--- config.mk ---
export PLATFORM = sky130hd
export DESIGN_NAME = scene_sequencer_flat
export DESIGN_NICKNAME = d
export VERILOG_FILES = /design/src/rtl/scene_sequencer_if.sv /design/src/rtl/scene_sequencer.sv /design/src/flat_wrapper.sv
export SDC_FILE = /design/constraint.sdc
export NUM_CORES = 1
export LEC_CHECK = 0
export CAP_MARGIN = 5
export CORE_MARGIN = 2
export CORE_UTILIZATION = 40
export CTS_CLUSTER_DIAMETER = 80
export DETAILED_ROUTE_END_ITERATION = 12
export PLACE_DENSITY = 0.66
export REMOVE_ABC_BUFFERS = 1
export SYNTH_ARGS = -nofsm -noshare
export SYNTH_HDL_FRONTEND = slang
export SYNTH_SLANG_ARGS = --single-unit
--- constraint.sdc ---
create_clock -name clk -period 2.8 [get_ports clk]
set_input_delay 0.56 -clock clk [delete_from_list [all_inputs] [get_ports clk]]
set_output_delay 0.56 -clock clk [all_outputs]
set_load 0.05 [all_outputs]
--- src/rtl/scene_sequencer_if.sv ---
// scene_sequencer_if: bundles the frame input, raw buttons and scene outputs of scene_sequencer.
//   frame       : frame counter from video_timer (resets to 32'hFFFF_FFFF)
//   btn_pause   : raw pause pushbutton, asynchronous
//   btn_next    : raw next-scene pushbutton, asynchronous
//   scene_sel   : active scene index
//   update      : one-cycle animation advance strobe
//   scene_reset : one-cycle strobe, new scene reloads its initial state
//   blank       : force RGB to 0
//   paused      : high while paused
// master drives frame/buttons, slave (the sequencer) drives the scene outputs.
interface scene_sequencer_if #(
    parameter int NUM_SCENES = 4
);
    localparam int SW = (NUM_SCENES > 1) ? $clog2(NUM_SCENES) : 1;
    logic [31:0]   frame;
    logic          btn_pause;
    logic          btn_next;
    logic [SW-1:0] scene_sel;
    logic          update;
    logic          scene_reset;
    logic          blank;
    logic          paused;
    modport master (
        output frame, btn_pause, btn_next,
        input  scene_sel, update, scene_reset, blank, paused
    );
    modport slave (
        input  frame, btn_pause, btn_next,
        output scene_sel, update, scene_reset, blank, paused
    );
endinterface

--- src/rtl/scene_sequencer.sv ---
// scene_sequencer: frame-rate controller that strobes animation updates, rotates scenes and blanks around switches.
//   clk : pixel clock
//   rst : asynchronous active-high reset
//   bus : scene_sequencer_if.slave (frame, btn_pause, btn_next in; scene_sel, update, scene_reset, blank, paused out)
// Optional pause/next buttons are built when SCENE_SEQUENCER_BUTTONS_EN is defined;
// otherwise the button inputs are ignored and paused is tied to 0.
module scene_sequencer #(
    parameter int NUM_SCENES      = 4,
    parameter int DWELL_FRAMES    = 600,
    parameter int BLANK_FRAMES    = 8,
    parameter int SPEED_DIV       = 1,
    parameter int DEBOUNCE_CYCLES = 250000
) (
    input logic clk,
    input logic rst,
    scene_sequencer_if.slave bus
);
    localparam int SW  = (NUM_SCENES > 1) ? $clog2(NUM_SCENES) : 1;
    localparam int DWW = $clog2(DWELL_FRAMES + 1);
    localparam int DVW = $clog2(SPEED_DIV + 1);
    localparam int BLW = $clog2(BLANK_FRAMES + 1);
    localparam logic [SW-1:0]  SEL_MAX = SW'(NUM_SCENES - 1);
    localparam logic [DWW-1:0] DW_MAX  = DWW'(DWELL_FRAMES - 1);
    localparam logic [DVW-1:0] DV_MAX  = DVW'(SPEED_DIV - 1);
    localparam logic [BLW-1:0] BL_MAX  = BLW'(BLANK_FRAMES - 1);

    typedef enum logic [1:0] {RUN = 2'd0, BLANK = 2'd1, PAUSE = 2'd2} state_t;

    state_t         r_state, w_state_nx;
    logic [31:0]    r_frame_prev;
    logic [DWW-1:0] r_dwell, w_dwell_nx;
    logic [DVW-1:0] r_div, w_div_nx;
    logic [BLW-1:0] r_blank_cnt, w_blank_nx;
    logic [SW-1:0]  r_sel, w_sel_nx;
    logic           r_update, r_scene_reset, r_blank;
    logic           w_new_frame, w_switch, w_adv, w_update;
    logic           w_pause_evt, w_next_evt;

    assign w_new_frame = bus.frame != r_frame_prev;

`ifdef SCENE_SEQUENCER_BUTTONS_EN
    localparam int DBW = $clog2(DEBOUNCE_CYCLES + 1);
    localparam logic [DBW-1:0] DB_MAX = DBW'(DEBOUNCE_CYCLES - 1);
    // bit 1 = pause, bit 0 = next
    logic [1:0]     r_s1, r_s2, r_lvl, r_evt;
    logic [DBW-1:0] r_db_cnt [2];
    logic           r_paused;
    always_ff @(posedge clk or posedge rst) begin
        if (rst) begin
            r_s1     <= '0;
            r_s2     <= '0;
            r_lvl    <= '0;
            r_evt    <= '0;
            r_paused <= 1'b0;
            for (int i = 0; i < 2; i++) r_db_cnt[i] <= '0;
        end else begin
            r_s1     <= {bus.btn_pause, bus.btn_next};
            r_s2     <= r_s1;
            r_paused <= w_state_nx == PAUSE;
            for (int i = 0; i < 2; i++) begin
                // event only on an accepted rise of the debounced level
                r_evt[i] <= r_s2[i] && !r_lvl[i] && r_db_cnt[i] == DB_MAX;
                if (r_s2[i] == r_lvl[i])
                    r_db_cnt[i] <= '0;
                else if (r_db_cnt[i] == DB_MAX) begin
                    r_lvl[i]    <= r_s2[i];
                    r_db_cnt[i] <= '0;
                end else
                    r_db_cnt[i] <= r_db_cnt[i] + 1'b1;
            end
        end
    end
    assign w_pause_evt = r_evt[1];
    assign w_next_evt  = r_evt[0];
    assign bus.paused  = r_paused;
`else
    logic w_unused;
    assign w_unused    = bus.btn_pause ^ bus.btn_next ^ (DEBOUNCE_CYCLES == 0);
    assign w_pause_evt = 1'b0;
    assign w_next_evt  = 1'b0;
    assign bus.paused  = 1'b0;
`endif

    always_ff @(posedge clk or posedge rst) begin
        if (rst) r_state <= RUN;
        else     r_state <= w_state_nx;
    end

    // button events take priority over the frame tick in RUN, so that frame is skipped
    always_comb begin
        w_state_nx = r_state;
        w_switch   = 1'b0;
        w_adv      = 1'b0;
        case (r_state)
            RUN: begin
                if (w_next_evt) w_switch = 1'b1;
                else if (w_pause_evt) w_state_nx = PAUSE;
                else if (w_new_frame) begin
                    w_adv    = 1'b1;
                    w_switch = r_dwell == DW_MAX;
                end
            end
            BLANK: if (w_new_frame && r_blank_cnt == BL_MAX) w_state_nx = RUN;
            PAUSE: begin
                if (w_next_evt) w_switch = 1'b1;
                else if (w_pause_evt) w_state_nx = RUN;
            end
            default: w_state_nx = RUN;
        endcase
        if (w_switch) w_state_nx = BLANK;
    end

    always_comb begin
        w_update   = w_adv && r_div == DV_MAX;
        w_div_nx   = (w_switch || w_update) ? '0 : w_adv ? r_div + 1'b1 : r_div;
        w_dwell_nx = w_switch ? '0 : w_adv ? r_dwell + 1'b1 : r_dwell;
        w_blank_nx = w_switch ? '0 :
                     (r_state == BLANK && w_new_frame && r_blank_cnt != BL_MAX) ? r_blank_cnt + 1'b1 : r_blank_cnt;
        w_sel_nx   = !w_switch ? r_sel : (r_sel == SEL_MAX) ? '0 : r_sel + 1'b1;
    end

    always_ff @(posedge clk or posedge rst) begin
        if (rst) begin
            r_frame_prev  <= '1;
            r_dwell       <= '0;
            r_div         <= '0;
            r_blank_cnt   <= '0;
            r_sel         <= '0;
            r_update      <= 1'b0;
            r_scene_reset <= 1'b0;
            r_blank       <= 1'b0;
        end else begin
            r_frame_prev  <= bus.frame;
            r_dwell       <= w_dwell_nx;
            r_div         <= w_div_nx;
            r_blank_cnt   <= w_blank_nx;
            r_sel         <= w_sel_nx;
            r_update      <= w_update;
            r_scene_reset <= w_switch;
            r_blank       <= w_state_nx == BLANK;
        end
    end

    assign bus.scene_sel   = r_sel;
    assign bus.update      = r_update;
    assign bus.scene_reset = r_scene_reset;
    assign bus.blank       = r_blank;
endmodule
--- src/flat_wrapper.sv ---
// flat-port wrapper written by rule: the top's interface ports become plain ports
module scene_sequencer_flat 
#(
    parameter int NUM_SCENES      = 4,
    parameter int DWELL_FRAMES    = 600,
    parameter int BLANK_FRAMES    = 8,
    parameter int SPEED_DIV       = 1,
    parameter int DEBOUNCE_CYCLES = 250000
)
  (clk, rst, bus_frame, bus_btn_pause, bus_btn_next, bus_scene_sel, bus_update, bus_scene_reset, bus_blank, bus_paused);
  scene_sequencer_if #(.NUM_SCENES(NUM_SCENES)) bus_i ();
  input logic clk;
  input logic rst;
  input wire logic [$bits(bus_i.frame)-1:0] bus_frame;
  input wire logic [$bits(bus_i.btn_pause)-1:0] bus_btn_pause;
  input wire logic [$bits(bus_i.btn_next)-1:0] bus_btn_next;
  output wire logic [$bits(bus_i.scene_sel)-1:0] bus_scene_sel;
  output wire logic [$bits(bus_i.update)-1:0] bus_update;
  output wire logic [$bits(bus_i.scene_reset)-1:0] bus_scene_reset;
  output wire logic [$bits(bus_i.blank)-1:0] bus_blank;
  output wire logic [$bits(bus_i.paused)-1:0] bus_paused;
  assign bus_i.frame = bus_frame;
  assign bus_i.btn_pause = bus_btn_pause;
  assign bus_i.btn_next = bus_btn_next;
  assign bus_scene_sel = bus_i.scene_sel;
  assign bus_update = bus_i.update;
  assign bus_scene_reset = bus_i.scene_reset;
  assign bus_blank = bus_i.blank;
  assign bus_paused = bus_i.paused;
  scene_sequencer #(.NUM_SCENES(NUM_SCENES), .DWELL_FRAMES(DWELL_FRAMES), .BLANK_FRAMES(BLANK_FRAMES), .SPEED_DIV(SPEED_DIV), .DEBOUNCE_CYCLES(DEBOUNCE_CYCLES)) u_core (.clk(clk), .rst(rst), .bus(bus_i));
endmodule
==> Word-level counts from Yosys, hierarchy flattened <==
Cells that the tools add are included.
{ "classes": {"addsub": 4, "n_eq_ne": 8, "n_mux": 14, "bitwise": 1, "reduce_logical": 10} }
{ "op_table": {"columns": ["operator", "count"], "rows": [
  ["inequality test 32 bit", 1],
  ["two-way mux 10 bit", 2],
  ["adder 10 x 1 -> 10 bit, second input constant", 1],
  ["== test 10 bit, second input constant", 1],
  ["two-way mux 4 bit", 2],
  ["two-way mux 1 bit", 6],
  ["two-way mux 2 bit", 3],
  ["nonzero test 2 bit", 3],
  ["adder 4 x 1 -> 4 bit, second input constant", 1],
  ["== test 2 x 1 -> 1 bit, second input constant", 2],
  ["== test 2 bit, second input constant", 2],
  ["== test 4 x 3 -> 1 bit, second input constant", 1],
  ["logical AND 1 bit", 4],
  ["inequality test 4 x 3 -> 1 bit, second input constant", 1],
  ["one-hot mux 2 bit (2 select lines)", 1],
  ["adder 2 x 1 -> 2 bit, second input constant", 1],
  ["zero test 2 bit", 1],
  ["OR reduction 2 bit", 1],
  ["adder 1 bit, second input constant", 1],
  ["logical OR 1 bit", 1],
  ["inverter 1 bit", 1]
]} }
{ "totals": {"reg_bits": 54, "inputBits": 36, "out_inout_bits": 6, "elab_cells": 46} }

==> Depth between registers and ports, before layout <==
Gate-level depths: netlist of the first run.
{ "logic_depth": {"depth_word": 6, "depth_mapped": 7, "mapped_depth_nobuf": 6} }

==> Worst setup path after synthesis of the first run <==
No wires, ideal clock.
{ "synth_timing": {"path_kind": "input port to flip-flop", "start": "input port bus_frame[14]", "end": "register u_core.r_sel[0] (netlist: u_core.bus.scene_sel[0])", "setup_time_ns": 0.125, "arrival_ns": 1.828, "required_time_ns": 2.675, "slack_ns": 0.847, "path_stages": 6, "n_path_buf": 0, "cell_sequence": "xor2_1 -> nor4_1 -> nand4_1 -> o21bai_4 -> nor3b_4 -> mux2_4"} }
{ "synth_via": {"elab_chain_cells": 3} }
{ "synth_rtl": {"columns": ["item", "line", "source"], "rows": [
  ["from (decl)", "flat_wrapper.sv:14", "input wire logic [$bits(bus_i.frame)-1:0] bus_frame;"],
  ["inequality test 32 bit", "scene_sequencer.sv:39", "assign w_new_frame = bus.frame != r_frame_prev;"],
  ["two-way mux 1 bit", "scene_sequencer.sv:98", "else if (w_new_frame) begin"],
  ["two-way mux 1 bit", null, null],
  ["via u_core.w_switch", "scene_sequencer.sv:36", "logic w_new_frame, w_switch, w_adv, w_update;"],
  ["to (signal assigned)", "scene_sequencer.sv:137", "r_sel <= w_sel_nx;"],
  ["to (decl)", "scene_sequencer.sv:34", "logic [SW-1:0] r_sel, w_sel_nx;"]
]} }
The timed path passes the listed nets, and every way through them passes these cells.
A chain may end at the register's enable or synchronous reset.

==> Worst setup path in the final report of the first run <==
{ "layout_timing": {"start": "input port bus_frame[14]", "end": "register u_core.r_sel[1] (netlist: u_core.bus.scene_sel[1])"} }
Same word-level chain as after synthesis.

==> impl_metrics.yaml, run 1 <==
floorplan:
  start_util_pct: 41.5
  rows: 27
  core_region_area_um2: 5540
  fp.dieH_um: 79.8
  fp.dieW_um: 79.8
  dieArea_um2: 6380
  io_pins: 42
placement:
  gp_congestion: 0.758
  place_area_um2: 2790
  dp_hpwl_um: 2710
  dp_cells: 289
  portBuffers: 38
timing:
  fin_skew_ns: 0.00882
  final-max-slew-violation-count: 0
  tns_ns: 0
  max_slew_margin_pct: 63.3
  fmax_mhz: 422
  timing.hold.ws_ns: 0.407
  finalSetupViolCount: 0
  rsz0062_at_grt: "false"
  fin_crit_sh_pct: 84.6
  finalHoldViolCount: 0
  worstMarginPinSlew_ns: 0.550
  layout_min_cycle_time_ns: 2.37
setup_path:
  crit_arrival_ns: 2.57
  endpoint_kind: "flop"
  reg2reg_depth: 6
  critPathLaunchType: "input pin"
  cp.required_ns: 3.00
  critical_path_class: "input pin to flop"
  cp_max_fo: 6
clock_tree:
  clock_latency_ns: 0.31
  cts_tree: "done"
  clock-root-buffer: "clkbuf_8"
  cts_setup_buffers: 0
  cts_buffer_depth: 2
  ctsHoldBuffers: 0
  cts_made_buffers: 5
  htree_num_levels: 2
  clock_sinks: 54
  post_cts_resize_count: 0
  clk_pin_slew_ns: 0.10
global_route:
  grt_pass1_wl_um: 6960
  grtUsageMet3_pct: 2.49
  overflow: 0
  met1_usage_pct: 19.0
  grt_usage_pct: 14.2
  grt_max_degree: 29
  antenna_found_initial: 0
  top_usage_layer: "met2"
  use_met2_pct: 21.8
  grt_pass1_vias: 1483
cells_and_area:
  regArea_um2: 1390
  area_growth_pct: 24.9
  stdcell_count: 297
  insertedDiodeCount: 0
  finish.instance_area_um2: 2870
  num-nets-final: 263
  fill_cells: 492
  utilization_pct: 51.9
  multi_input_area_um2: 875
  drive_above_1_share_pct: 22.7
yosys:
  synth_area_um2: 2300
  synth-seq-cells: 54
  synth_warnings: 0
  ys_seq_area_share_pct: 60.5
  synth.avg_cell_area_um2: 12.9
  synthArstFlopShare_pct: 100
  ys_types: 37
  synth_ff_type: "dfstp_2"
  syn_inst: 179
  synth_edf_count: 0
detailed_routing:
  vias: 1466
  via_per_inst: 4.94
  drcViolationCount: 0
  routed_wl_um: 3810
  ant_nets: 0
  drt_iter0_markers: 75
  first_pass_iters: 4
  wl_per_cell_um: 12.8
power:
  leakagePower_nw: 1.18
  power_density_nw_per_um2: 480
  peakVddDrop_v: 0.000366
hold_path:
  whs_path_depth: 1
  hold_class: "flop to flop"
outcome:
  outcome: "finished clean"
job:
  cap_viol_max_count: 0
==> cells in the mapped netlist (4+ instances only) <==
cell type   n  share of area [%]
xor2_1     36                 14
o21ai_0     7                1.5
and3_1      4                1.1
nand3_1     5                1.1
dfstp_2    32                 37
nor4_1     10                2.7
nor2_1      7                1.1
inv_1       4               0.65
nand2_1     7                1.1
dfrtp_1    22                 24
nand4_1     4                1.1
nor3_1      5                1.1
==> metal layers <==
metal,vias to the layer above,share of wire (%)
met5,-,0
met2,35,46
met1,713,48
met3,10,4.0
li1,708,-
met4,0,2.9
==> flip-flops by register name, indices dropped and copies added, names as in the netlist <==
register and cells:
u_core.bus.scene_reset 1, u_core.bus.update 1, u_core.r_blank_cnt 4, u_core.r_div 1, u_core.r_frame_prev 32, u_core.r_state 2
u_core.r_dwell 10, u_core.bus.scene_sel 2, u_core.bus.blank 1
==> worst max-delay path, cell delays in order <==
cell             delay, ns
clkdlybuf4s50_1       0.44
xor2_1                0.15
nor4_1                0.36
nand4_1               0.33
o21bai_4              0.32
nor3b_4               0.09
mux2_4                0.31
==> kinds of logic after synthesis <==
group | after synthesis | synth area share [%]
other | 1 | 0.163
and+or+nand+nor | 55 | 14.5
AOI/OAI and AO/OA | 20 | 6.31
adders and majority gates | 3 | 1.63
muxes | 3 | 1.74
DFF | 54 | 60.5
buffers and inverters | 7 | 1.52
xor gates and xnor gates | 36 | 13.7
==> layout make-up <==
class | instances | share of cell area [%]
clock buffers | 6 | 2.53
clock inverters | 2 | 0.479
inverters | 4 | 0.523
multi-input cells | 118 | 30.4
well taps | 72 | 3.14
flip-flops and latches | 54 | 48.4
repair buffers | 41 | 14.5
==> where the power goes <==
group | total [mW] | leakage [nW] | switching [mW] | internal (mW)
Sequential | 0.832 | 0.614 | 0.0102 | 0.822
Clock | 0.434 | 0.0456 | 0.255 | 0.179
Combinational | 0.113 | 0.525 | 0.0487 | 0.0645
==> stage by stage <==
step                setup slack [ns]  power [mW]
CTS                            0.392        1.39
floorplan                      0.797       0.890
global placement              0.0901       0.959
global route                   0.275        1.45
detailed placement            0.0630       0.961
finish                         0.430        1.38
==> worst paths after layout <==
check / start / end / slack, ns
min in group asynchronous: rst / u_core.bus.blank$_DFF_PP0_ / 0.62
max: bus_frame[14] / u_core.bus.scene_sel[1]$_DFFE_PP0N_ / 0.43
min: u_core.r_div$_DFFE_PP0P_ / u_core.bus.update$_DFF_PP0_ / 0.41
min reg2reg: u_core.r_div$_DFFE_PP0P_ / u_core.bus.update$_DFF_PP0_ / 0.41
max in group asynchronous: rst / u_core.r_frame_prev[29]$_DFF_PP1_ / 1.58
max reg2reg: u_core.r_frame_prev[14]$_DFF_PP1_ / u_core.bus.scene_sel[1]$_DFFE_PP0N_ / 0.68
==> cells in the final DEF, fill, tap and decap left out, types with 2 or more instances in the layout <==
cell type	n
o21ai_0	7
and2b_1	2
or2_2	2
nor3_1	5
clkbuf_8	5
inv_1	3
xor2_1	36
dfrtp_1	22
a21oi_1	3
nor4_1	10
nand2_1	7
nand4_1	4
a221o_1	3
mux2_4	2
buf_4	2
ha_1	3
nand3_1	5
o31ai_1	2
nor2_1	7
and3_1	4
dfstp_2	32
clkdlybuf4s50_1	38
Power figures use the tool's default switching activity.
==> inputs of run 2 (changes only) <==
clock period = 2.4 ns   (was 2.8 ns; I/O delays follow)
==> run 2 against run 1 <==
  * Worst setup slack got worse by 0.20 ns
  * Combinational power up 24%
  * Cell area up 4.0%
  * Die area is the same
  * Cell count grew 3.7%
  * First-iteration DRC count decreased by 25%
  * Register-to-register slack got worse by 0.28 ns
  * Hold slack gained 0.021 ns
  * Flip-flop and latch count unchanged
  * Global-route usage rose by 0.47 points
  * Clock power is 30% higher
  * Clock-buffer cell count increased by 1
==> impl_metrics.yaml, run 2 (synthesized netlist as in run 1, its figures left out) <==
cells_and_area:
  area_growth_pct: 29.8
  top_regs: "u_core.r_frame_prev (32), u_core.r_dwell (10), u_core.r_blank_cnt (4)"
  multi_input_area_um2: 875
  fill_cells: 495
  regMostFlops: "u_core.r_frame_prev"
  drive_above_1_share_pct: 26.7
  finish.instance_area_um2: 2990
  regArea_um2: 1390
  final_cell_mix: "clkdlybuf4s50_1, xor2_1, dfstp_2"
  num-nets-final: 274
  largest_reg_flops: 32
  insertedDiodeCount: 0
  utilization_pct: 53.9
  final_common_cell: "clkdlybuf4s50_1"
clock_tree:
  cts_buffer_depth: 2
  clk_pin_slew_ns: 0.10
  ctsHoldBuffers: 0
  cts_made_buffers: 5
  clock_latency_ns: 0.32
  post_cts_resize_count: 0
  clock-root-buffer: "clkbuf_8"
  cts_tree: "done"
  cts_setup_buffers: 0
  clock_sinks: 54
  htree_num_levels: 2
hold_path:
  hold_class: "flop to flop"
timing:
  finalSetupViolCount: 0
  layout_min_cycle_time_ns: 2.17
  worstMarginPinSlew_ns: 0.498
  max_slew_margin_pct: 66.7
  fmax_mhz: 461
  rsz0062_at_grt: "false"
  timing.hold.ws_ns: 0.428
  final-max-slew-violation-count: 0
  finalHoldViolCount: 0
  fin_crit_sh_pct: 90.5
  fin_skew_ns: 0.00894
floorplan:
  start_util_pct: 41.5
  dieArea_um2: 6380
  core_region_area_um2: 5540
  rows: 27
  fp.dieH_um: 79.8
  io_pins: 42
  fp.dieW_um: 79.8
setup_path:
  critical_path_class: "input pin to flop"
  critPathLaunchType: "input pin"
  cp.required_ns: 2.61
  cp_max_fo: 4
  crit_arrival_ns: 2.38
  endpoint_kind: "flop"
global_route:
  overflow: 0
  grt_pass1_wl_um: 7160
  grt_usage_pct: 14.6
  antenna_found_initial: 0
  grt_pass1_vias: 1632
  grt_max_degree: 55
placement:
  dp_hpwl_um: 2710
  portBuffers: 38
  place_area_um2: 2880
  gp_congestion: 0.787
outcome:
  outcome: "finished clean"
detailed_routing:
  routed_wl_um: 3910
  drt_iter0_markers: 56
  wl_per_cell_um: 12.7
  drcViolationCount: 0
  via_per_inst: 4.90
  first_pass_iters: 4
  vias: 1508
  ant_nets: 0
power:
  leakagePower_nw: 1.25
  power_switching_mw: 0.369
  clkPwrFrac_pct: 33.6
  power_density_nw_per_um2: 560
  p_sw_share_pct: 22.0
  pwr-share-seq_pct: 58.0
  comb_power_share_pct: 8.4
  internal_power_mw: 1.30
  peakVddDrop_v: 0.000397
  total_power_mw: 1.67
job:
  cap_viol_max_count: 0
run 2: cell types whose count changed in the layout (fill, tap and decap cells not counted):
cell / delta
clkbuf_1: -1
clkinv_2: -1
buf_4: +10
inv_6: -1
clkbuf_8: +2
buf_12: +1
clkinv_4: +1
run 2: layer usage:
| layer | GRT usage [%] | vias to the layer above | wire (µm) |
|---|---|---|---|
| li1 | - | 735 | - |
| met1 | 17.7 | 739 | 1800 |
| met2 | 24.3 | 27 | 1850 |
| met3 | 3.05 | 7 | 157 |
| met4 | 8.14 | 0 | 102 |
| met5 | 0 | - | 0 |
run 2: power groups by stage:
| stage | registers [mW] | clock network (mW) | logic, mW |
|---|---|---|---|
| 2_1_floorplan | 0.984 | 0 | 0.0535 |
| 6_report | 0.970 | 0.563 | 0.140 |
| 4_1_cts | 0.971 | 0.585 | 0.144 |
| 3_5_place_dp | 0.986 | 0 | 0.142 |
| 5_1_grt | 0.974 | 0.614 | 0.156 |
| 3_3_place_gp | 0.985 | 0 | 0.141 |
run 2: area by class of cell:
| class | count | area share (%) |
|---|---|---|
| clock buffer | 7 | 3.23 |
| clock inverter | 1 | 0.293 |
| inverter | 4 | 0.503 |
| multi-input combinational | 118 | 29.3 |
| sequential | 54 | 46.6 |
| tap | 72 | 3.02 |
| timing repair buffer | 52 | 17.1 |
run 2: final timing paths:
kind / startpoint / endpoint / slack [ns] / cells after the start
worst max-delay path: bus_frame[14] / u_core.bus.scene_sel[0]$_DFFE_PP0N_ / 0.23 / 8
worst min-delay path: u_core.r_div$_DFFE_PP0P_ / u_core.bus.update$_DFF_PP0_ / 0.43 / 1
worst max register to register: u_core.r_frame_prev[14]$_DFF_PP1_ / u_core.bus.scene_sel[0]$_DFFE_PP0N_ / 0.40 / 7
worst min register to register: u_core.r_div$_DFFE_PP0P_ / u_core.bus.update$_DFF_PP0_ / 0.43 / 1
max in group asynchronous: rst / u_core.r_frame_prev[22]$_DFF_PP1_ / 1.59 / 3
min in group asynchronous: rst / u_core.r_blank_cnt[0]$_DFFE_PP0P_ / 0.52 / 3
run 2: stage by stage:
step | worst slack, ns | TNS, ns | cells
after detailed placement | -0.0992 | -0.593 | 300
after global routing | 0.145 | 0 | 308
after floorplan | 0.477 | 0 | 176
after global placement | -0.0685 | -0.275 | 300
final | 0.229 | 0 | 308
after CTS | 0.232 | 0 | 308
run 2: critical path, cell delays in order:
cell and delay (ns):
clkdlybuf4s50_1 0.44, xor2_1 0.16, nor4_1 0.37, nand4_1 0.16, buf_4 0.19, o21bai_4 0.19
nor3b_4 0.08, mux2_4 0.31
